===== config.mk =====
export PLATFORM = sky130hd
export DESIGN_NAME = hold_timer
export DESIGN_NICKNAME = d
export VERILOG_FILES = /design/src/rtl/gate_chk_pkg.sv /design/src/rtl/gate_truth_table_checker_hold_timer.sv
export SDC_FILE = /design/constraint.sdc
export NUM_CORES = 1
export LEC_CHECK = 0
export ABC_CLOCK_PERIOD_IN_PS = 1700
export BUFFER_PORTS_ARGS = -buffer_cell sky130_fd_sc_hd__buf_4
export CAP_MARGIN = 5
export CORE_MARGIN = 5
export CORE_UTILIZATION = 25
export CTS_CLUSTER_SIZE = 24
export DETAILED_ROUTE_END_ITERATION = 7
export GPL_ROUTABILITY_DRIVEN = 0
export PLACE_DENSITY = 0.44
export SETUP_SLACK_MARGIN = 0.3
export SLEW_MARGIN = 20
export SYNTH_ARGS = -nofsm -noshare
export SYNTH_HDL_FRONTEND = slang
export SYNTH_SLANG_ARGS = --single-unit

===== constraint.sdc =====
create_clock -name clk_i -period 1.7 [get_ports clk_i]
set_input_delay 0.34 -clock clk_i [delete_from_list [all_inputs] [get_ports clk_i]]
set_output_delay 0.34 -clock clk_i [all_outputs]
set_load 0.03 [all_outputs]

===== src/rtl/gate_chk_pkg.sv =====
// Shared definitions for the gate truth-table checker.
//   - state_e : checker FSM states
//   - VEC_W   : width of the {a,b} input vector
//   - OUT_W   : width of the gate output bus c
//   - N_VEC   : number of vectors in a sweep (always 4)
//   - TMR_W   : width of the hold down-counter
//   - exp_out : expected c for a given {a,b} vector
package gate_chk_pkg;

  localparam int VEC_W = 2;
  localparam int OUT_W = 3;
  localparam int N_VEC = 4;
  localparam int TMR_W = 8;

  typedef enum logic [2:0] {
    ST_IDLE,
    ST_APPLY,
    ST_HOLD,
    ST_SAMPLE,
    ST_DONE
  } state_e;

  // c[0] = a & b, c[1] = a | b, c[2] = ~a, with v[1] driving a and v[0] driving b.
  function automatic logic [OUT_W-1:0] exp_out(input logic [VEC_W-1:0] v);
    return {~v[1], v[1] | v[0], v[1] & v[0]};
  endfunction

endpackage


===== src/rtl/gate_truth_table_checker_hold_timer.sv =====
// Loadable 8-bit down-counter that times how long each vector is held.
//   clk_i   : clock, rising edge
//   rst_i   : synchronous active-high reset (count -> 0)
//   load_i  : load value_i into the counter this cycle
//   value_i : load value
//   zero_o  : counter is at zero
// The count stops at zero rather than wrapping, so zero_o stays asserted
// until the next load.
module hold_timer
  import gate_chk_pkg::*;
(
  input  logic             clk_i,
  input  logic             rst_i,
  input  logic             load_i,
  input  logic [TMR_W-1:0] value_i,
  output logic             zero_o
);

  logic [TMR_W-1:0] cnt_q;
  logic [TMR_W-1:0] cnt_d;

  always_comb begin
    cnt_d = cnt_q;
    if (load_i) begin
      cnt_d = value_i;
    end else if (cnt_q != '0) begin
      cnt_d = cnt_q - 1'b1;
    end
  end

  always_ff @(posedge clk_i) begin
    if (rst_i) begin
      cnt_q <= '0;
    end else begin
      cnt_q <= cnt_d;
    end
  end

  assign zero_o = (cnt_q == '0);

endmodule


---- Yosys cells after proc, flatten, opt, wreduce, memory -nomap -nowiden ----
Cells that the tools add are included.
storage, ports and cells
  bits in registers ....................... 8
  input bits .............................. 11
  output and inout port bits .............. 1
  logic and storage cells ................. 7
operators by class
  add/subtract/negate cells ............... 1
  multiplexer cells ....................... 2
  reduce and logical (&&, ||, !) cells .... 3
operators with widths
  kind                   count
  $mux W8                2
  $logic_not A8 Y1       1
  $reduce_bool A8 Y1     1
  $sub A8 B1 Y8 const B  1
  $reduce_bool A2 Y1     1

---- Longest topological paths before layout ----
Gate-level depths: netlist (run 1).
  word-level depth ........................ 3
  depth in mapped cells ................... 6
  mapped depth without buffers ............ 5

---- Worst setup path after synthesis (run 1) ----
Ideal clock, no wire load.
  kind .................................... flip-flop to flip-flop
  start ................................... register cnt_q[0]
  end ..................................... register cnt_q[0]
  setup time .............................. 0.073 ns
  arrival ................................. 1.478 ns
  data required time ...................... 1.627 ns
  path slack .............................. 0.148 ns
  stages on the path, launching flop included .. 7
  buffers on the path ..................... 1
  cell sequence ........................... dfxtp_1 inv_1 ha_1 and4bb_1 buf_6 or4_4 o211ai_2
on the way
  longest elaborated chain between the ends .. 3
  elaborated cells on any way between the ends .. 5
  those cells by class .................... add/sub (1); mux (2); reduce/logical (2)
ends and longest elaborated chain
  item                    line                                       source
  start, declared         gate_truth_table_checker_hold_timer.sv:19  logic [TMR_W-1:0] cnt_q;
  start signal, assigned  gate_truth_table_checker_hold_timer.sv:35  cnt_q <= cnt_d;
  $sub A8 B1 Y8           gate_truth_table_checker_hold_timer.sv:27  cnt_d = cnt_q - 1'b1;
  $mux W8                 gate_truth_table_checker_hold_timer.sv:26  end else if (cnt_q != '0) begin
  $mux W8                 gate_truth_table_checker_hold_timer.sv:24  if (load_i) begin
Parallel ways exist; a longest one is shown, timed or not. The select of a mux whose other input is x is not followed.
A chain may end at the register's enable or synchronous reset.

---- Worst setup path after layout (run 1) ----
  start ................................... register cnt_q[2]
  end ..................................... output zero_o
on the way
  longest elaborated chain between the ends .. 1
ends and longest elaborated chain
  item              line                                       source
  $logic_not A8 Y1  gate_truth_table_checker_hold_timer.sv:39  assign zero_o = (cnt_q == '0);
  end, declared     gate_truth_table_checker_hold_timer.sv:16  output logic zero_o
Every way passes these cells.

==> impl_metrics.csv, run 1 <==
group,metric,value,unit
run_status,status,"finished, final reports clean",
synthesis,synthArstFlopShare,0,
floorplanning,die_area,2870,sq um
cells_and_area,largest_reg_flops,8,
floorplanning,fp.dieW,53.6,um
synthesis,yosysSeqAreaShare,0.337,
worst_setup_path,crit_required,1.36,ns
synthesis,synth_top_family_by_area,"simple AND/OR/NAND/NOR gates",
synthesis,synth_commonest_cells,"dfxtp_1, nand2_1, nor3_1, o32ai_1",
floorplanning,rows,15,
place,io_buffers,11,
synthesis,muxShareOfSynthArea,0.0211,
worst_setup_path,crit_path_max_incr_delay,0.35,ns
cts,cts-buffers-inserted,3,
cts,cts_sinks,8,
worst_setup_path,worst_path_dominant_cell_family,"simple AND/OR/NAND/NOR gates",
synthesis,synth_cell_types,25,
sta,tightest_slew,0.332,ns
power,power_frac_comb,0.438,
sta,holdWs,0.358,ns
synthesis,ys_seq_elements,8,
sta,rsz0062_at_grt,"true",
power,sw_frac_of_total,0.324,
cells_and_area,layout-drive-gt1-share,0.610,
power,power_density,887,nW/um^2
grt,grt_pass1_wl,2.01,mm
worst_setup_path,critPathKind,"reg2out",
cells_and_area,instances_no_fill,102,
place,place_area,608,sq um
cts,htreeDepth,1,
cts,cts_root_buffer,"clkbuf_4",
floorplanning,coreArea,1760,sq um
synthesis,ys.flop_type,"dfxtp_1",
worst_setup_path,arrival,1.32,ns
floorplanning,ios,12,
synthesis,synth_xor_area_frac,0.0737,
synthesis,avgSynthCellArea,8.97,sq um
synthesis,ys.warnings.count,0,
sta,final.period_utilization,0.977,
cells_and_area,utilization,0.445,
grt,grt_pass1_vias,464,
grt,antenna_found_initial,0,
detailed_routing,wl_per_cell,12.8,um
sta,setup_violations,0,
detailed_routing,viasPerCell,4.71,
grt,gr-usage-all-layers,0.105,
synthesis,yosys.area_share.simple,0.303,
cells_and_area,fin_area,785,sq um
cts,worstSkewPairLatency,0.26,ns
detailed_routing,drc,0,
cts,cts_tree,"yes",
floorplanning,die_h,53.6,um
power,ir_drop,379,uV
detailed_routing,routed_wl,1.31,mm
sta,maxSlewViolCount,0,
power,leakage,0.317,nW
sta,period_needed,1.66,ns
power,intPower,0.470,mW
cells_and_area,antenna_cells,0,
cells_and_area,regMostFlops,"cnt_q",
synthesis,synth_area_leaders,"dfxtp_1, o32ai_1, nand2_1",
synthesis,syn_nets,65,
grt,grt_overflow,0,
worst_setup_path,crit_chain,"nor4_4 -> and4bb_2 -> buf_6",
sta,hold_violations,0,
worst_setup_path,critPathBufInv,1,
worst_setup_path,crit_slowest_cell,"dfxtp_4",
power,seqPwrFrac,0.339,
sta,finClkSkew,0.00458,ns
synthesis,synth_area,475,sq um
detailed_routing,dr.pass1.iters,2,
cts,cts_buffer_depth,2,
cells_and_area,largestRegisters,"cnt_q: 8 flops",
cells_and_area,fin_nets,91,
sta,fin_tns_setup,0,ns
detailed_routing,ant_nets,0,
synthesis,synthAdderAreaFrac,0.0263,
cts,clk_pin_slew,0.05,ns
synthesis,syn_inst,53,
run,cap_violations,0,
place,numPlacedInstances,89,
grt,grt_max_degree,15,
synthesis,synth_edf_count,0,
worst_hold_path,hp-class,"in2reg",
synthesis,synth_top_area_cell,"dfxtp_1",
floorplanning,initial_core_util,0.270,
worst_setup_path,cp-end-kind,"primary output",
synthesis,synth_compound_area_frac,0.176,
power,p_sw,0.225,mW
sta,fmax,0.602,GHz
detailed_routing,vias,480,
sta,maxSlewHeadroom,0.777,
power,p_clk_frac,0.222,
detailed_routing,drt-initial-drc-count,5,
synthesis,synth_top_area_frac,0.337,
worst_setup_path,start_kind,"flip-flop",
place,post-dp-hpwl,824,um
worst_setup_path,cp_max_fo,3,
cells_and_area,synthToLayoutAreaGrowth,65.0,%
-- repair_timing --
item	CTS	global route
setup buffers	4	6
gates resized for setup	6	13
pin swaps	2	10
setup endpoints to repair	3	7
hold buffers	0	0
-- cell usage in the layout, fill, tap and decap left out --
cell type and n:
nor3_2 1, and4b_1 1, a21oi_1 1, a311oi_1 1, ha_4 1, buf_6 4, inv_2 2, nor2_1 2
or2_2 1, nor2b_1 2, nor4_4 1, xor2_1 1, a211oi_2 1, a21boi_2 1, nor3b_1 1, dfxtp_2 3
o211ai_2 1, o32ai_4 1, dfxtp_4 2, nand2_1 8, buf_4 20, or4_4 1, inv_1 1, nor3_1 4
o21a_1 1, o32ai_2 3, xnor2_1 3, and4bb_2 1, clkbuf_4 3, dfxtp_1 3, mux2i_1 1
-- path summary, 6_finish.rpt --
path | startpoint | endpoint | slack (ns) | depth (start not counted)
max | cnt_q[2] | zero_o | 0.04 | 3
min | value_i[2] | cnt_q[2] | 0.36 | 3
max reg2reg | cnt_q[0] | cnt_q[0] | 0.10 | 7
min reg2reg | cnt_q[4] | cnt_q[4] | 0.63 | 2
-- worst reg2reg max path: stages (launching register included) --
cell	delay [ns]
dfxtp_2	0.33
inv_2	0.05
ha_4	0.15
and4bb_2	0.24
buf_4	0.14
buf_4	0.14
or4_4	0.41
o211ai_2	0.07
-- power by group through the flow --
stage          Clock, mW  Combinational, mW  Sequential [mW]
2_1_floorplan          0              0.138            0.238
3_3_place_gp           0              0.196            0.245
4_1_cts            0.157              0.223            0.237
6_report           0.155              0.305            0.236
5_1_grt            0.176              0.331            0.240
3_5_place_dp           0              0.194            0.244
-- routing by layer --
layer	share of wire	GRT usage	vias to the layer above
met4	0.024	0.0766	0
li1	-	-	240
met1	0.43	0.115	227
met3	0.041	0.0582	4
met5	0	0	-
met2	0.50	0.151	9
-- cells by family (layout without fill, tap and decap cells) --
kind of cell	after synthesis	count (layout)
adders and majority gates	1	1
buffers and inverters	6	30
DFF	8	8
and+or+nand+nor	23	23
AOI/OAI and AO/OA	10	10
muxes	1	1
xor gates and xnor gates	4	4
-- metrics by stage --
stage	total power [mW]	worst slack, ns
2_1_floorplan	0.376	0.276
3_3_place_gp	0.441	0.233
3_5_place_dp	0.438	0.221
4_1_cts	0.618	0.0280
5_1_grt	0.746	-0.0324
6_report	0.696	0.0397
-- cell type report --
class / count / area (sq um)
clock buffers: 3 / 22.5
flip-flops and latches: 8 / 171
repair buffers: 24 / 195
well taps: 25 / 31.3
inverters: 3 / 11.3
fillers: 186 / 980
multi-input cells: 39 / 353
(Power assumes the default switching activity.)
==> run 2: changes to the inputs <==
--- a/config.mk
+++ b/config.mk
@@ -5,15 +5,15 @@
 export SDC_FILE = /design/constraint.sdc
 export NUM_CORES = 1
 export LEC_CHECK = 0
-export ABC_CLOCK_PERIOD_IN_PS = 1700
+export ABC_CLOCK_PERIOD_IN_PS = 2100
 export BUFFER_PORTS_ARGS = -buffer_cell sky130_fd_sc_hd__buf_4
 export CAP_MARGIN = 5
 export CORE_MARGIN = 5
-export CORE_UTILIZATION = 25
+export CORE_UTILIZATION = 23
 export CTS_CLUSTER_SIZE = 24
 export DETAILED_ROUTE_END_ITERATION = 7
 export GPL_ROUTABILITY_DRIVEN = 0
-export PLACE_DENSITY = 0.44
+export PLACE_DENSITY = 0.41
 export SETUP_SLACK_MARGIN = 0.3
 export SLEW_MARGIN = 20
 export SYNTH_ARGS = -nofsm -noshare
==> constraint.sdc (replaced) <==
create_clock -name clk_i -period 2.1 [get_ports clk_i]
set_input_delay 0.42 -clock clk_i [delete_from_list [all_inputs] [get_ports clk_i]]
set_output_delay 0.42 -clock clk_i [all_outputs]
set_load 0.03 [all_outputs]
==> impl_metrics.csv, run 2 (same netlist as run 1, synthesis figures left out) <==
group,metric,value,unit
worst_setup_path,critPathKind,"reg2out",
detailed_routing,viasPerCell,4.65,
sta,fmax,0.576,GHz
cells_and_area,regArea,161,sq um
grt,grt_overflow,0,
detailed_routing,vias,432,
detailed_routing,routed_wl,1.09,mm
cells_and_area,fillers,224,
grt,antenna_found_initial,0,
floorplanning,rows,16,
detailed_routing,wl_per_cell,11.8,um
cells_and_area,antenna_cells,0,
grt,grt_max_degree,15,
cells_and_area,layout-drive-gt1-share,0.333,
power,ir_drop,269,uV
cells_and_area,synthToLayoutAreaGrowth,29.2,%
run,cap_violations,0,
cells_and_area,largest_reg_flops,8,
sta,final.period_utilization,0.826,
worst_hold_path,hp-class,"in2reg",
worst_setup_path,crit_required,1.68,ns
worst_setup_path,crit_slowest_cell,"dfxtp_1",
sta,rsz0062_at_grt,"false",
cts,clk_pin_slew,0.06,ns
worst_setup_path,cp-end-kind,"primary output",
sta,hold_violations,0,
cells_and_area,largestRegisters,"cnt_q: 8 flops",
cells_and_area,multi_input_area,288,sq um
power,power,0.463,mW
cts,cts_buffer_depth,2,
floorplanning,ios,12,
sta,period_needed,1.74,ns
sta,tightest_slew,0.293,ns
floorplanning,initial_core_util,0.242,
place,numPlacedInstances,89,
worst_setup_path,timing.rr.end,"cnt_q[0]",
floorplanning,die_area,3080,sq um
cts,cts_sinks,8,
worst_hold_path,worstHoldStart,"value_i[6]",
cts,cts-buffers-inserted,3,
floorplanning,coreArea,1960,sq um
cts,worstSkewPairLatency,0.26,ns
worst_hold_path,hold_depth,3,
cts,cts_tree,"yes",
sta,maxSlewHeadroom,0.803,
power,power_density,754,nW/um^2
cells_and_area,mostFrequentLayoutCells,"buf_4, nand2_1, dfxtp_1",
floorplanning,die_h,55.5,um
sta,finClkSkew,0.00288,ns
cells_and_area,instances_no_fill,93,
detailed_routing,drt-initial-drc-count,14,
worst_setup_path,crit_path_max_incr_delay,0.38,ns
detailed_routing,dr.pass1.iters,4,
sta,maxSlewViolCount,0,
detailed_routing,ant_nets,0,
worst_setup_path,r2r_slack,0.49,ns
worst_setup_path,crit_chain,"inv_1 -> ha_2 -> and4bb_1 -> buf_4",
worst_setup_path,arrival,1.32,ns
worst_setup_path,cp_max_fo,6,
place,io_buffers,11,
detailed_routing,drc,0,
worst_setup_path,start_kind,"flip-flop",
grt,grt_pass1_vias,421,
floorplanning,fp.dieW,55.5,um
sta,holdWs,0.423,ns
sta,fin_tns_setup,0,ns
sta,setup_violations,0,
cts,htreeDepth,1,
worst_hold_path,min_to,"cnt_q[6]",
grt,gr-usage-all-layers,0.0768,
cells_and_area,fin_nets,80,
worst_setup_path,timing.rr.start,"cnt_q[0]",
cells_and_area,regMostFlops,"cnt_q",
place,post-dp-hpwl,771,um
cts,cts_root_buffer,"clkbuf_4",
grt,grt_pass1_wl,1.82,mm
worst_setup_path,rr_worst_depth,6,
sta,worst_slack,0.364,ns
place,post-place-ws,0.447,ns
power,leakage,0.246,nW
cells_and_area,final_common_cell,"buf_4",
run_status,status,"finished, final reports clean",
cts,ctsHoldBuffers,0,
==> run 2: cell count changes in the layout (fill, tap and decap cells not counted), moves of 2 or more <==
| cell | delta |
|---|---|
| dfxtp_1 | +4 |
| dfxtp_4 | -2 |
| inv_1 | +2 |
| dfxtp_2 | -2 |
| inv_2 | -2 |
| o32ai_1 | +4 |
| buf_4 | -7 |
| buf_6 | -4 |
| o32ai_2 | -3 |
==> run 2: power breakdown <==
part	total, mW	switching [mW]	internal, mW	leakage (nW)
sequential	0.193	0.0227	0.171	0.0668
combinational	0.146	0.0668	0.0792	0.165
clock	0.124	0.0583	0.0658	0.0138
==> run 2: worst max path at each step <==
stage                   from        to  slack [ns]  depth (start not counted)
floorplan           cnt_q[0]  cnt_q[0]        0.55                          6
global placement    cnt_q[0]  cnt_q[0]        0.49                          6
detailed placement  cnt_q[0]  cnt_q[0]        0.45                          6
CTS                 cnt_q[0]    zero_o        0.31                          4
global route        cnt_q[0]    zero_o        0.32                          4
finish              cnt_q[0]    zero_o        0.36                          4
==> run 2: repair_timing <==
item                       4_1_cts  5_1_grt
resized for setup                0        2
setup buffers                    1        0
pin swaps                        1        1
setup endpoints to repair        1        1
==> run 2: critical path, delay by kind of cell (launching register included) <==
kind | cells | cell delay [ns]
adder cells (fa/ha/maj) | 1 | 0.22
buffers and inverters | 2 | 0.24
flip-flops | 1 | 0.38
AND/OR/NAND/NOR | 1 | 0.22
==> run 2: final cells by class <==
cell class | count | share of cell area
inverters | 3 | 0.0183
clock buffers | 3 | 0.0367
multi-input cells | 39 | 0.468
flip-flops and latches | 8 | 0.263
repair buffers | 13 | 0.159
well taps | 27 | 0.0550
==> run 2: stage by stage <==
stage / utilization / cell area (sq um)
floorplan: - / 475
global placement: 0.296 / 581
detailed placement: 0.296 / 581
CTS: 0.311 / 611
global route: 0.313 / 614
finish: 0.313 / 614
==> run 2: routing by layer <==
layer	GRT usage	vias to the layer above	wire length, um
met2	0.118	6	533
met4	0.0833	0	28
met3	0.00932	2	28
met1	0.0862	205	504
li1	-	219	-
met5	0	-	0
